==> src/rtl/fft_stage_sched.sv <==
`timescale 1ns/1ps
`default_nettype none
// ============================================================================
// fft_stage_sched : radix-2 DIT FFT compute-phase butterfly/twiddle scheduler
// Revision        : 1.0
// ============================================================================
module fft_stage_sched #(
    parameter int LOG2N   = 5,
    parameter int MAX_OUT = 8
) (
    input  logic               clk,
    input  logic               rst,
    input  logic               start_i,
    output logic               busy_o,
    output logic               done_o,
    output logic               bf_valid_o,
    input  logic               bf_ready_i,
    output logic [LOG2N-1:0]   addr_a_o,
    output logic [LOG2N-1:0]   addr_b_o,
    output logic [LOG2N-2:0]   tw_idx_o,
    output logic [2:0]         stage_o,
    input  logic               wb_done_i
);

    localparam int JW = LOG2N - 1;
    localparam int OW = $clog2(MAX_OUT + 1);
    localparam logic [JW-1:0] J_LAST  = {JW{1'b1}};
    localparam logic [2:0]    S_LAST  = 3'(LOG2N - 1);
    localparam logic [OW-1:0] OUT_MAX = OW'(MAX_OUT);

    typedef enum logic [1:0] {
        S_IDLE  = 2'd0,
        S_ISSUE = 2'd1,
        S_DRAIN = 2'd2,
        S_DONE  = 2'd3
    } state_t;

    state_t            state_q, state_d;
    logic [2:0]        s_q, s_d;
    logic [JW-1:0]     j_q, j_d;
    logic [OW-1:0]     out_q, out_d;
    logic              valid_q, valid_d;
    logic              busy_q, busy_d;
    logic              done_q, done_d;
    logic [LOG2N-1:0]  addr_a_q, addr_a_d;
    logic [LOG2N-1:0]  addr_b_q, addr_b_d;
    logic [JW-1:0]     tw_q, tw_d;

    logic              hs_w;
    logic              wb_w;
    logic [JW-1:0]     mask_w;
    logic [JW-1:0]     pos_w;
    logic [JW-1:0]     grp_w;
    logic [LOG2N-1:0]  half_w;
    logic [LOG2N-1:0]  a_w;
    logic [2:0]        tw_sh_w;

    always_comb begin
        hs_w = valid_q & bf_ready_i;
        // Write-backs are meaningless outside a transform, so IDLE drops them.
        wb_w = wb_done_i & (state_q != S_IDLE);

        state_d = state_q;
        s_d     = s_q;
        j_d     = j_q;

        case ({hs_w, wb_w})
            2'b10:   out_d = out_q + OW'(1);
            2'b01:   out_d = (out_q == '0) ? '0 : out_q - OW'(1);
            default: out_d = out_q;
        endcase

        case (state_q)
            S_IDLE: begin
                if (start_i) begin
                    state_d = S_ISSUE;
                    s_d     = 3'd0;
                    j_d     = '0;
                    out_d   = '0;
                end
            end
            S_ISSUE: begin
                if (hs_w) begin
                    if (j_q == J_LAST) begin
                        state_d = S_DRAIN;
                    end else begin
                        j_d = j_q + JW'(1);
                    end
                end
            end
            S_DRAIN: begin
                // Next stage reads what this stage wrote, so all write-backs must land first.
                if (out_q == '0) begin
                    if (s_q < S_LAST) begin
                        s_d     = s_q + 3'd1;
                        j_d     = '0;
                        state_d = S_ISSUE;
                    end else begin
                        state_d = S_DONE;
                    end
                end
            end
            S_DONE: begin
                state_d = S_IDLE;
            end
            default: begin
                state_d = S_IDLE;
            end
        endcase

        valid_d = (state_d == S_ISSUE) && (out_d < OUT_MAX);
        busy_d  = (state_d == S_ISSUE) || (state_d == S_DRAIN);
        done_d  = (state_d == S_DONE);

        // pos = j mod 2^s, grp = j / 2^s; the shifted mask saturates to all-ones on the last stage.
        mask_w  = ~({JW{1'b1}} << s_d);
        pos_w   = j_d & mask_w;
        grp_w   = j_d >> s_d;
        half_w  = LOG2N'(1) << s_d;
        a_w     = ({1'b0, grp_w} << (s_d + 3'd1)) | {1'b0, pos_w};
        tw_sh_w = S_LAST - s_d;

        addr_a_d = addr_a_q;
        addr_b_d = addr_b_q;
        tw_d     = tw_q;
        if (state_d == S_ISSUE) begin
            addr_a_d = a_w;
            addr_b_d = a_w + half_w;
            tw_d     = pos_w << tw_sh_w;
        end
    end

    always_ff @(posedge clk or posedge rst) begin
        if (rst) begin
            state_q  <= S_IDLE;
            s_q      <= 3'd0;
            j_q      <= '0;
            out_q    <= '0;
            valid_q  <= 1'b0;
            busy_q   <= 1'b0;
            done_q   <= 1'b0;
            addr_a_q <= '0;
            addr_b_q <= '0;
            tw_q     <= '0;
        end else begin
            state_q  <= state_d;
            s_q      <= s_d;
            j_q      <= j_d;
            out_q    <= out_d;
            valid_q  <= valid_d;
            busy_q   <= busy_d;
            done_q   <= done_d;
            addr_a_q <= addr_a_d;
            addr_b_q <= addr_b_d;
            tw_q     <= tw_d;
        end
    end

    assign busy_o     = busy_q;
    assign done_o     = done_q;
    assign bf_valid_o = valid_q;
    assign addr_a_o   = addr_a_q;
    assign addr_b_o   = addr_b_q;
    assign tw_idx_o   = tw_q;
    assign stage_o    = s_q;

endmodule
`default_nettype wire

==> config.mk <==
export PLATFORM = sky130hd
export DESIGN_NAME = fft_stage_sched
export DESIGN_NICKNAME = d
export VERILOG_FILES = /design/src/rtl/fft_stage_sched.sv
export SDC_FILE = /design/constraint.sdc
export NUM_CORES = 1
export LEC_CHECK = 0
export ABC_AREA = 1
export CORE_ASPECT_RATIO = 0.8
export CORE_MARGIN = 10
export CORE_UTILIZATION = 54
export CTS_CLUSTER_DIAMETER = 40
export DETAILED_ROUTE_END_ITERATION = 8
export PLACE_DENSITY_LB_ADDON = 0.2
export SYNTH_ARGS = -nofsm -noshare
export SYNTH_HDL_FRONTEND = slang
export SYNTH_SLANG_ARGS = --single-unit
==> constraint.sdc <==
create_clock -name clk -period 6.95 [get_ports clk]
set_clock_uncertainty 0.2 [all_clocks]
set_input_delay 1.0425 -clock clk [delete_from_list [all_inputs] [get_ports clk]]
set_output_delay 1.0425 -clock clk [all_outputs]
set_load 0.01 [all_outputs]
; ---- Word level (Yosys, flattened, before mapping)
; Index checks and enable logic that the tools add are counted.
[op_classes]
reduce_logical = 5
mux = 20
bitwise_logic = 5
n_shift = 5
n_eq_ne = 9
addsub = 7
n_lt_le_gt_ge = 2
[ops]
columns = cell, count
row1 = 4-bit 2-to-1 mux, 8
row2 = 4-bit case mux with 3 select lines, 1
row3 = "2-bit == test, second input constant", 5
row4 = 2-bit 2-to-1 mux, 5
row5 = 3-bit 2-to-1 mux, 3
row6 = "4-bit by 1-bit adder with 4-bit output, second input constant", 2
row7 = 2-bit case mux with 4 select lines, 1
row8 = 4-bit case mux with 2 select lines, 1
row9 = "3-bit by 1-bit adder with 3-bit output, second input constant", 2
row10 = "2-bit by 1-bit == test with 1-bit output, second input constant", 3
row11 = 3-bit case mux with 2 select lines, 1
row12 = 5-bit adder, 1
row13 = 5-bit by 4-bit OR with 5-bit output, 1
row14 = "1-bit by 3-bit << shifter with 5-bit output, first input constant", 1
row15 = 4-bit by 3-bit << shifter with 5-bit output, 1
row16 = 4-bit bitwise AND, 1
row17 = "4-bit == test, second input constant", 1
row18 = 4-bit zero test, 1
row19 = "4-bit < comparator, second input constant", 1
row20 = 4-bit NOT, 1
row21 = 4-bit by 3-bit << shifter with 4-bit output, 1
row22 = "4-bit by 3-bit << shifter with 4-bit output, first input constant", 1
row23 = 4-bit by 3-bit >> shifter with 4-bit output, 1
row24 = "4-bit by 1-bit subtractor with 4-bit output, second input constant", 1
row25 = 7 further kinds, 8
[word_totals]
wordCells = 63
input_bits = 5
reg_bits = 30

; ---- Longest topological paths before layout
; Gate-level depths: netlist of the first run.
[logic_depth]
word_depth = 9
mapped_depth = 23
depth_no_buf = 23

; ---- Worst setup path before layout of the first run
; Ideal clock, no wire load.
[synth_path]
path_type = input to register
from = in start_i
to = reg addr_b_q[4] (netlist: addr_b_o[4])
stages = 18
required_time_ns = 6.633
setup_slack_ns = 3.361
arrival_time_ns = 3.272
setup_ns = 0.117
cell_sequence = nand2_2 nand2_1 nor2_8 ha_1 inv_1 ha_1 nor2_1 nand2_1 nand2_1 inv_1 fa_1 inv_1 nand3_1 nand2_1 xnor2_1 o21ai_0 nand2_1 nand2_1
[synth_via]
elab_chain_cells = 7
word_cells_on_any_way = 16
cone_classes = add/sub (2) / eq/ne (1) / shift (4) / mux (6) / bitwise (3)
[synth_rtl]
columns = element, line
row1 = "start, declared", 13  ; input logic start_i,
row2 = 3-bit 2-to-1 mux *, 75  ; if (start_i) begin
row3 = 3-bit case mux with 2 select lines *, 73  ; case (state_q)
row4 = via s_d[0], 39  ; logic [2:0] s_q, s_d;
row5 = "parallel branches: the longest is 3 deep, another holds 3-bit by 1-bit adder with 3-bit output", n/a
row6 = 5-bit by 4-bit OR with 5-bit output *, 120  ; a_w = ({1'b0, grp_w} << (s_d + 3'd1)) | {1'b0, pos_w};
row7 = via a_w[1], 55  ; logic [LOG2N-1:0] a_w;
row8 = 5-bit adder *, 128  ; addr_b_d = a_w + half_w;
row9 = "end signal, assigned", 154  ; addr_b_q <= addr_b_d;
row10 = "end, declared", 46  ; logic [LOG2N-1:0] addr_b_q, addr_b_d;
; Mark *: on every way through the listed nets, which the timed path passes.
; A chain may end at the register's enable or synchronous reset.

; ---- Worst setup path in the final report of the first run
; Ends and elaborated chain as after synthesis.

==> results.toml, run 1 <==
[logic_synthesis]
ys_seq_area_frac = 0.342
synth-simple-area-share = 0.310
netlist_area_sq_um = 2190
muxShareOfSynthArea = 0
yosysMostFrequentCell = "nand2_1"
synthCells = 284
syn_area_per_cell_sq_um = 7.72
synth-compound-area-share = 0.104
async_flop_share = 1.00
synth_ff_type = "dfrtp_1"
ys_top_cells_by_area = "dfrtp_1 (34%), nand2_1 (14%), ha_1 (11%), inv_1 (6.7%), nand3_1 (4.3%)"
synth_top_area_frac = 0.342
synth_top_family_by_area = "simple AND/OR/NAND/NOR gates"
synth_fp_nets = 310
yosysTopAreaCell = "dfrtp_1"
yosys.area_share.adder = 0.123
ys_ff_latch = 30
yosysWarningCount = 0
synth_cell_type_count = 36
synth_edf_count = 0
netlist_top_cells_count = "nand2_1 (81), inv_1 (39), dfrtp_1 (30), ha_1 (20), nand3_1 (19)"
synthXorXnorAreaFrac = 0.0200

[grt]
grt_max_degree = 31
grt_first_pass_wirelength_um = 8690
grt_pass1_vias = 1840
grt_util_all_layers = 0.147
grt-ovfl-total = 0
antenna_found_initial = 0

[critical_path]
crit_chain = "clkdlybuf4s50_1, nand2_2, nand2_1, nand2_1, o21ai_2, inv_2, ha_1, inv_1, ha_1, nor2_1, nand2_1, nand2_1, inv_1, fa_1, inv_1, nand3_1, nand2_1, xnor2_1, o21ai_0, nand2_1, nand2_1"
r2r_slack_ps = 3170
cp.arrival_ps = 4130
crit_slowest_cell = "clkdlybuf4s50_1"
endpoint_kind = "register"
path_class = "in -> reg"
cp_top_family = "simple AND/OR/NAND/NOR gates"
cpPeakStageDelay_ps = 490
cp.required_ps = 6920
crit_top_cell = "nand2_1"
crit_fanout = 8
crit_buf_inv = 5
start_kind = "input pin"

[clock_tree]
htree_num_levels = 2
clk_latency_ps = 280
numCtsBuffers = 5
path_clk_slew_ps = 60
postCtsSetupRepairBufs = 0
holdBufCountCts = 0
cts-resized-gates = 0
cts_tree = "done"
clockBufferDepth = 2
cts.sinks = 30
root_buffer = "clkbuf_8"

[cells_and_area]
fin_cells = 367
drive_above_1_share = 0.0962
n_antenna_cell = 0
nFillCells = 366
nNetsFinal = 338
area_delta_synth_final_pct = 15.7

[timing]
finalHoldViolCount = 0
fmax_mhz = 241
slew_viol_final = 0
grt_setup_unrepaired = "false"
fin_crit_sh = 0.598
finalSetupTns_ps = 0
final.min_clock_period_ps = 4160
setup_viol = 0
maxSlewHeadroom = 0.680
max_slew.worst_pin.slew_ps = 477

[route]
vias = 1898
wl_met1_um = 2310
drt_pass1_iterations = 4
drtIter0Drc = 188
wl_met2_um = 1830
highest_layer = "met4"
drc = 0
drt_wl_total_um = 4730
ant_nets = 0
wl_met3_um = 523
wl_per_cell_um = 12.9
vias_per_cell = 5.17

[die]
initial_utilization = 0.569
num_io_pins = 25
core_sq_um = 3850
die-area_sq_um = 7030
die_w_um = 91.3
rows = 20
die_h_um = 77.0

[flow_run]
cap_violations = 0

[status]
status = "completed"

[power_and_ir_drop]
ir_drop_mv = 0.221
leakage_nw = 1.26
p_per_area_nw_per_um2 = 286

[placement]
portBuffers = 24
gp_congestion = 0.892
place_inst = 360
dp_hpwl_um = 3770

[min_path]
hold_path_class = "reg -> reg"
report_power, final:
part	switching [mW]	total [mW]	internal [mW]
combinational	0.187	0.325	0.138
clock	0.0620	0.131	0.0687
sequential	0.0459	0.269	0.223
layer usage:
metal,up-vias,global-route usage
li1,977,-
met1,837,0.210
met2,73,0.199
met3,11,0.0554
met4,0,0.0406
met5,-,0
worst min-delay path: cells and delay by family, from the launching register on:
family,cells,cell delay [ps]
simple gates,2,100
flops,1,340
through the flow:
step	instance area, sq um	utilization	setup slack [ps]	hold slack (ps)	total power [mW]
2_1_floorplan	2190	-	3360	306	0.495
3_3_place_gp	2460	0.639	2560	264	0.590
3_5_place_dp	2460	0.639	2520	264	0.598
4_1_cts	2540	0.659	2810	281	0.729
5_1_grt	2540	0.659	2490	305	0.796
6_report	2540	0.659	2790	281	0.725
cell families (layout without fill, tap and decap cells):
kind of cell,after synthesis,in the layout
AO/OA/AOI/OAI,37,37
XOR/XNOR,5,5
adder cells (fa/ha/maj),21,21
buffers and inverters,50,78
flip-flops,30,30
AND/OR/NAND/NOR,141,141
layout make-up:
type / instances / area (sq um) / share of cell area
repair buffers: 25 / 248 / 0.0976
clock buffers: 7 / 76.3 / 0.0301
inverters: 46 / 173 / 0.0680
well taps: 55 / 68.8 / 0.0271
multi-input cells: 204 / 1220 / 0.482
flip-flops and latches: 30 / 751 / 0.296
placed cells by master, fill, tap and decap left out, types with 3 or more instances in the layout:
cell type and instances:
inv_2 5, o21ai_0 13, a21oi_1 11, nor2_1 13, clkbuf_8 5, dfrtp_1 30
nand3_1 19, nand3_2 3, inv_1 39, nor2_2 3, nor3_1 3, nand4_1 8
ha_1 20, nand2_1 81, nand2_2 4, clkdlybuf4s50_1 24, xnor2_1 3
registers in the layout, indices dropped and copies added (netlist names):
| signal | flops |
|---|---|
| stage_o | 3 |
| addr_a_o | 5 |
| bf_valid_o | 1 |
| state_q | 2 |
| busy_o | 1 |
| j_q | 4 |
| out_q | 4 |
| addr_b_o | 5 |
| tw_idx_o | 4 |
| done_o | 1 |
final timing paths:
path                            cells after the start     endpoint        start
worst max-delay path                               21  addr_b_o[4]      start_i
max in group asynchronous                           3  tw_idx_o[2]          rst
worst min register to register                      2  addr_a_o[2]  addr_a_o[2]
worst max register to register                     22  addr_b_o[4]     out_q[0]
worst min-delay path                                2  addr_a_o[2]  addr_a_o[2]
min in group asynchronous                           3  tw_idx_o[1]          rst
(Power assumes the default switching activity.)
==> inputs of run 2 (changes only) <==
Clock period 6.95 ns to 4.1 ns, I/O delays scaled along.
==> run 2 against run 1 <==
Critical path depth unchanged. Sequential power increased by 71%. Final area grew 1.4%. Routed wire length increased by 3.0%. Via count rose by 1.4%. Register-to-register slack worse by 2800 ps. Critical path type is now reg -> reg. Largest cell class unchanged. Largest power group unchanged. Highest routed layer unchanged.
==> results.toml, run 2 (synthesis results as in run 1) <==
[grt]
grt_max_degree = 31
grt-ovfl-total = 0
antenna_found_initial = 0
grt_pass1_vias = 1892
grt_util_all_layers = 0.152
grt_first_pass_wirelength_um = 8810

[route]
ant_nets = 0
vias_per_cell = 5.19
wl_per_cell_um = 13.1
drc = 0
drtIter0Drc = 164
vias = 1924
drt_pass1_iterations = 4
drt_wl_total_um = 4870

[die]
rows = 20
initial_utilization = 0.569
die-area_sq_um = 7030
die_h_um = 77.0
core_sq_um = 3850
num_io_pins = 25
die_w_um = 91.3

[placement]
place_area_sq_um = 2480
dp_hpwl_um = 3840
gp_congestion = 0.906
portBuffers = 24

[critical_path]
r2r-start = "out_q[0]"
r2r_end = "addr_b_o[4]"
path_class = "reg -> reg"
rr_worst_depth = 21
start_kind = "register"
cp.arrival_ps = 3680
crit_fanout = 5
crit_start = "out_q[0]"
cp-endpoint = "addr_b_o[4]"
endpoint_kind = "register"
r2r_slack_ps = 400
cp.required_ps = 4080

[power_and_ir_drop]
ir_drop_mv = 0.343
p_sw_frac = 0.407
p_per_area_nw_per_um2 = 479
pwr-share-clk = 0.177
leakage_nw = 1.29
power_frac_comb = 0.449
internal-power_uw = 731
p_seq_frac = 0.374
p_switching_uw = 501

[timing]
grt_setup_unrepaired = "false"
slew_viol_final = 0
finalHoldViolCount = 0
maxSlewHeadroom = 0.745
finalSetupTns_ps = 0
fin_crit_sh = 0.903
setup_viol = 0
final.min_clock_period_ps = 3700
fmax_mhz = 270
max_slew.worst_pin.slew_ps = 383

[cells_and_area]
stdcell_area_sq_um = 2570
nNetsFinal = 342
area_delta_synth_final_pct = 17.3
n_antenna_cell = 0
final_cell_mix = "nand2_1 (81), inv_1 (39), dfrtp_1 (30)"
drive_above_1_share = 0.114
layout_commonest_cell = "nand2_1"

[flow_run]
cap_violations = 0

[clock_tree]
cts_tree = "done"
numCtsBuffers = 5
clk_latency_ps = 280
root_buffer = "clkbuf_8"
holdBufCountCts = 0
cts.sinks = 30
path_clk_slew_ps = 60
htree_num_levels = 2
clockBufferDepth = 2

[status]
status = "completed"

[min_path]
min_from = "addr_a_o[3]"
hold_path_class = "reg -> reg"
run 2: cell types whose count changed in the layout (fill, tap and decap cells not counted):
cell / change
nor2_1: -2
nor2_2: +2
buf_4: +4
run 2: worst min path at each step:
| stage | end | cells past startpoint |
|---|---|---|
| after floorplan | addr_b_o[0] | 2 |
| after global placement | addr_b_o[0] | 2 |
| after detailed placement | addr_a_o[3] | 2 |
| after CTS | addr_a_o[3] | 2 |
| after global routing | addr_a_o[0] | 2 |
| final | addr_a_o[3] | 2 |
run 2: stage by stage:
step,instances,total power [mW],hold WS (ps),utilization,setup slack [ps]
floorplan,284,0.838,306,-,739
global placement,362,1.01,257,0.643,153
detailed placement,362,1.02,265,0.643,131
CTS,369,1.25,282,0.663,350
global route,371,1.35,311,0.668,34.8
finish,371,1.23,278,0.668,398
run 2: final cells by class:
type | count | area, sq um
timing repair buffer | 29 | 278
tap | 55 | 68.8
fill | 345 | 1280
inverter | 46 | 173
multi-input combinational | 204 | 1230
sequential | 30 | 751
clock buffer | 7 | 76.3
run 2: critical path: stages (launching register included):
cell	delay (ps)
dfrtp_1	400
inv_1	100
ha_1	300
nand3_1	180
nor2_1	140
nand2_1	90
nand2_1	170
nor2_8	70
ha_1	200
inv_1	70
ha_1	300
o21ai_2	190
ha_1	200
inv_1	60
fa_1	350
inv_1	90
nand3_1	70
nand2_1	80
xnor2_1	140
o21ai_0	100
nand2_1	70
nand2_1	40
run 2: layer usage:
| metal | global-route usage | routed length, um | share of wire |
|---|---|---|---|
| met3 | 0.0516 | 440 | 0.090 |
| met2 | 0.216 | 1990 | 0.41 |
| met4 | 0.0672 | 102 | 0.021 |
| met5 | 0 | 0 | 0 |
| met1 | 0.203 | 2340 | 0.48 |
run 2: power by group through the flow:
stage / Combinational (mW) / Clock [mW] / Sequential [mW]
floorplan: 0.376 / 0 / 0.462
global placement: 0.546 / 0 / 0.459
detailed placement: 0.554 / 0 / 0.464
CTS: 0.558 / 0.228 / 0.460
global route: 0.635 / 0.239 / 0.472
finish: 0.553 / 0.218 / 0.460
run 2: what timing repair did:
item                                    4_1_cts  5_1_grt
gates resized for setup                       0        2
endpoints found under the setup margin        0        1
buffers inserted                              0        2
==> inputs of run 3 (changes only) <==
Settings changed: CAP_MARGIN set to 40.
Clock period 4.1 ns to 3.45 ns, I/O delays scaled along.
==> run 3 against run 2 <==
Combinational power increased by 71%. Final area increased by 18%. Worst hold slack about the same.
==> results.toml, run 3 (synthesis results as in run 1) <==
[timing]
maxSlewHeadroom = 0.585
final.min_clock_period_ps = 3290
slew_viol_final = 0
setup_viol = 0
finalSetupTns_ps = 0
max_slew.worst_pin.slew_ps = 622
worst_hold_slack_ps = 279
finalHoldViolCount = 0
fin_crit_sh = 0.953
fmax_mhz = 304

[route]
drt_pass1_iterations = 5
ant_nets = 0
wl_per_cell_um = 14.3
vias = 2195
drtIter0Drc = 133
vias_per_cell = 5.25
drc = 0
drt_wl_total_um = 5970

[die]
core_sq_um = 3850
initial_utilization = 0.569
num_io_pins = 25
rows = 20
die_h_um = 77.0
die_w_um = 91.3
die-area_sq_um = 7030

[grt]
grt_first_pass_wirelength_um = 9680
grt-ovfl-total = 0
met2_usage = 0.249
top_usage_layer = "met2"
met3_usage = 0.0496
grt_pass1_vias = 2089
grt_util_all_layers = 0.163
grt_max_degree = 19
use_met1 = 0.222
antenna_found_initial = 0

[clock_tree]
numCtsBuffers = 5
cts.sinks = 30
htree_num_levels = 2
root_buffer = "clkbuf_8"
path_clk_slew_ps = 60
clk_latency_ps = 280
cts_tree = "done"
holdBufCountCts = 0
clockBufferDepth = 2

[cells_and_area]
nFillCells = 286
n_antenna_cell = 0
drive_above_1_share = 0.314
seqCellArea_sq_um = 754
multi_input_area_sq_um = 1340
area_delta_synth_final_pct = 38.7
layout_commonest_cell = "nand2_1"
final_cell_mix = "nand2_1 (74), buf_4 (52), inv_1 (35)"
nNetsFinal = 389

[critical_path]
crit_slowest_cell = "clkdlybuf4s50_1"
cp_top_family = "simple AND/OR/NAND/NOR gates"
r2r_end = "addr_b_o[4]"
r2r_slack_ps = 190
endpoint_kind = "register"
start_kind = "input pin"
crit_start = "bf_ready_i"
cpPeakStageDelay_ps = 470
r2r-start = "j_q[0]"
path_class = "in -> reg"
crit_fanout = 7
crit_chain = "clkdlybuf4s50_1, nand2_2, inv_4, nand2_1, o21ai_2, nand2_2, nor2_2, nor2_1, nor2_2, nand4_2, o21ai_2, ha_2, inv_1, fa_2, inv_2, nand3_1, nand2_2, xnor2_2, o21ai_1, nand2_1, nand2_1"
cp.arrival_ps = 3260
cp.required_ps = 3420
crit_buf_inv = 4
rr_worst_depth = 21

[placement]
portBuffers = 24
gp_congestion = 0.924
dp_hpwl_um = 4590

[min_path]
min_path_cells = 2
min_to = "tw_idx_o[0]"
hold_path_class = "reg -> reg"
min_from = "tw_idx_o[0]"

[power_and_ir_drop]
leakage_nw = 1.52
p_per_area_nw_per_um2 = 572
ir_drop_mv = 0.469
fin_total_pwr_mw = 1.74

[flow_run]
cap_violations = 0

[status]
status = "completed"
-- run 3: layer usage --
metal | up-vias | share of wire
li1 | 1079 | -
met1 | 1016 | 0.46
met2 | 98 | 0.45
met3 | 2 | 0.088
met4 | 0 | 0.00067
met5 | - | 0
-- run 3: what timing repair did --
item,CTS,global route
pin swaps,0,12
endpoints found under the setup margin,1,3
resized for setup,3,37
cloned,0,0
buffers inserted,0,4
-- run 3: final cells by class --
cell class / count / share of cell area
Clock buffer: 7 / 0.0251
Inverter: 46 / 0.0576
Sequential cell: 30 / 0.248
Multi-Input combinational cell: 204 / 0.439
Timing Repair Buffer: 76 / 0.208
Tap cell: 55 / 0.0226
-- run 3: worst max path at each step --
stage               cells past startpoint  slack [ps]          end
floorplan                              22          90  addr_b_o[4]
global placement                       19        -150  addr_b_o[4]
detailed placement                     22        -260  addr_b_o[4]
CTS                                    21          20  addr_b_o[4]
global route                           23         -50  addr_b_o[4]
finish                                 21         160  addr_b_o[4]
-- run 3: report_power, final --
group | switching [mW] | internal (mW) | total [mW]
registers | 0.0793 | 0.453 | 0.532
logic | 0.486 | 0.457 | 0.943
clock network | 0.127 | 0.139 | 0.265
-- run 3: worst min-delay path: stages (launching register included) --
cell	delay, ps
dfrtp_1	340
nand2_1	50
o21ai_0	60
-- run 3: stage by stage --
stage | area, sq um | cells | utilization | setup slack (ps)
global placement | 2820 | 407 | 0.731 | -149
floorplan | 2190 | 284 | - | 89.4
global route | 3040 | 418 | 0.790 | -47.8
detailed placement | 2820 | 407 | 0.731 | -260
CTS | 2910 | 414 | 0.754 | 21.1
finish | 3040 | 418 | 0.790 | 162
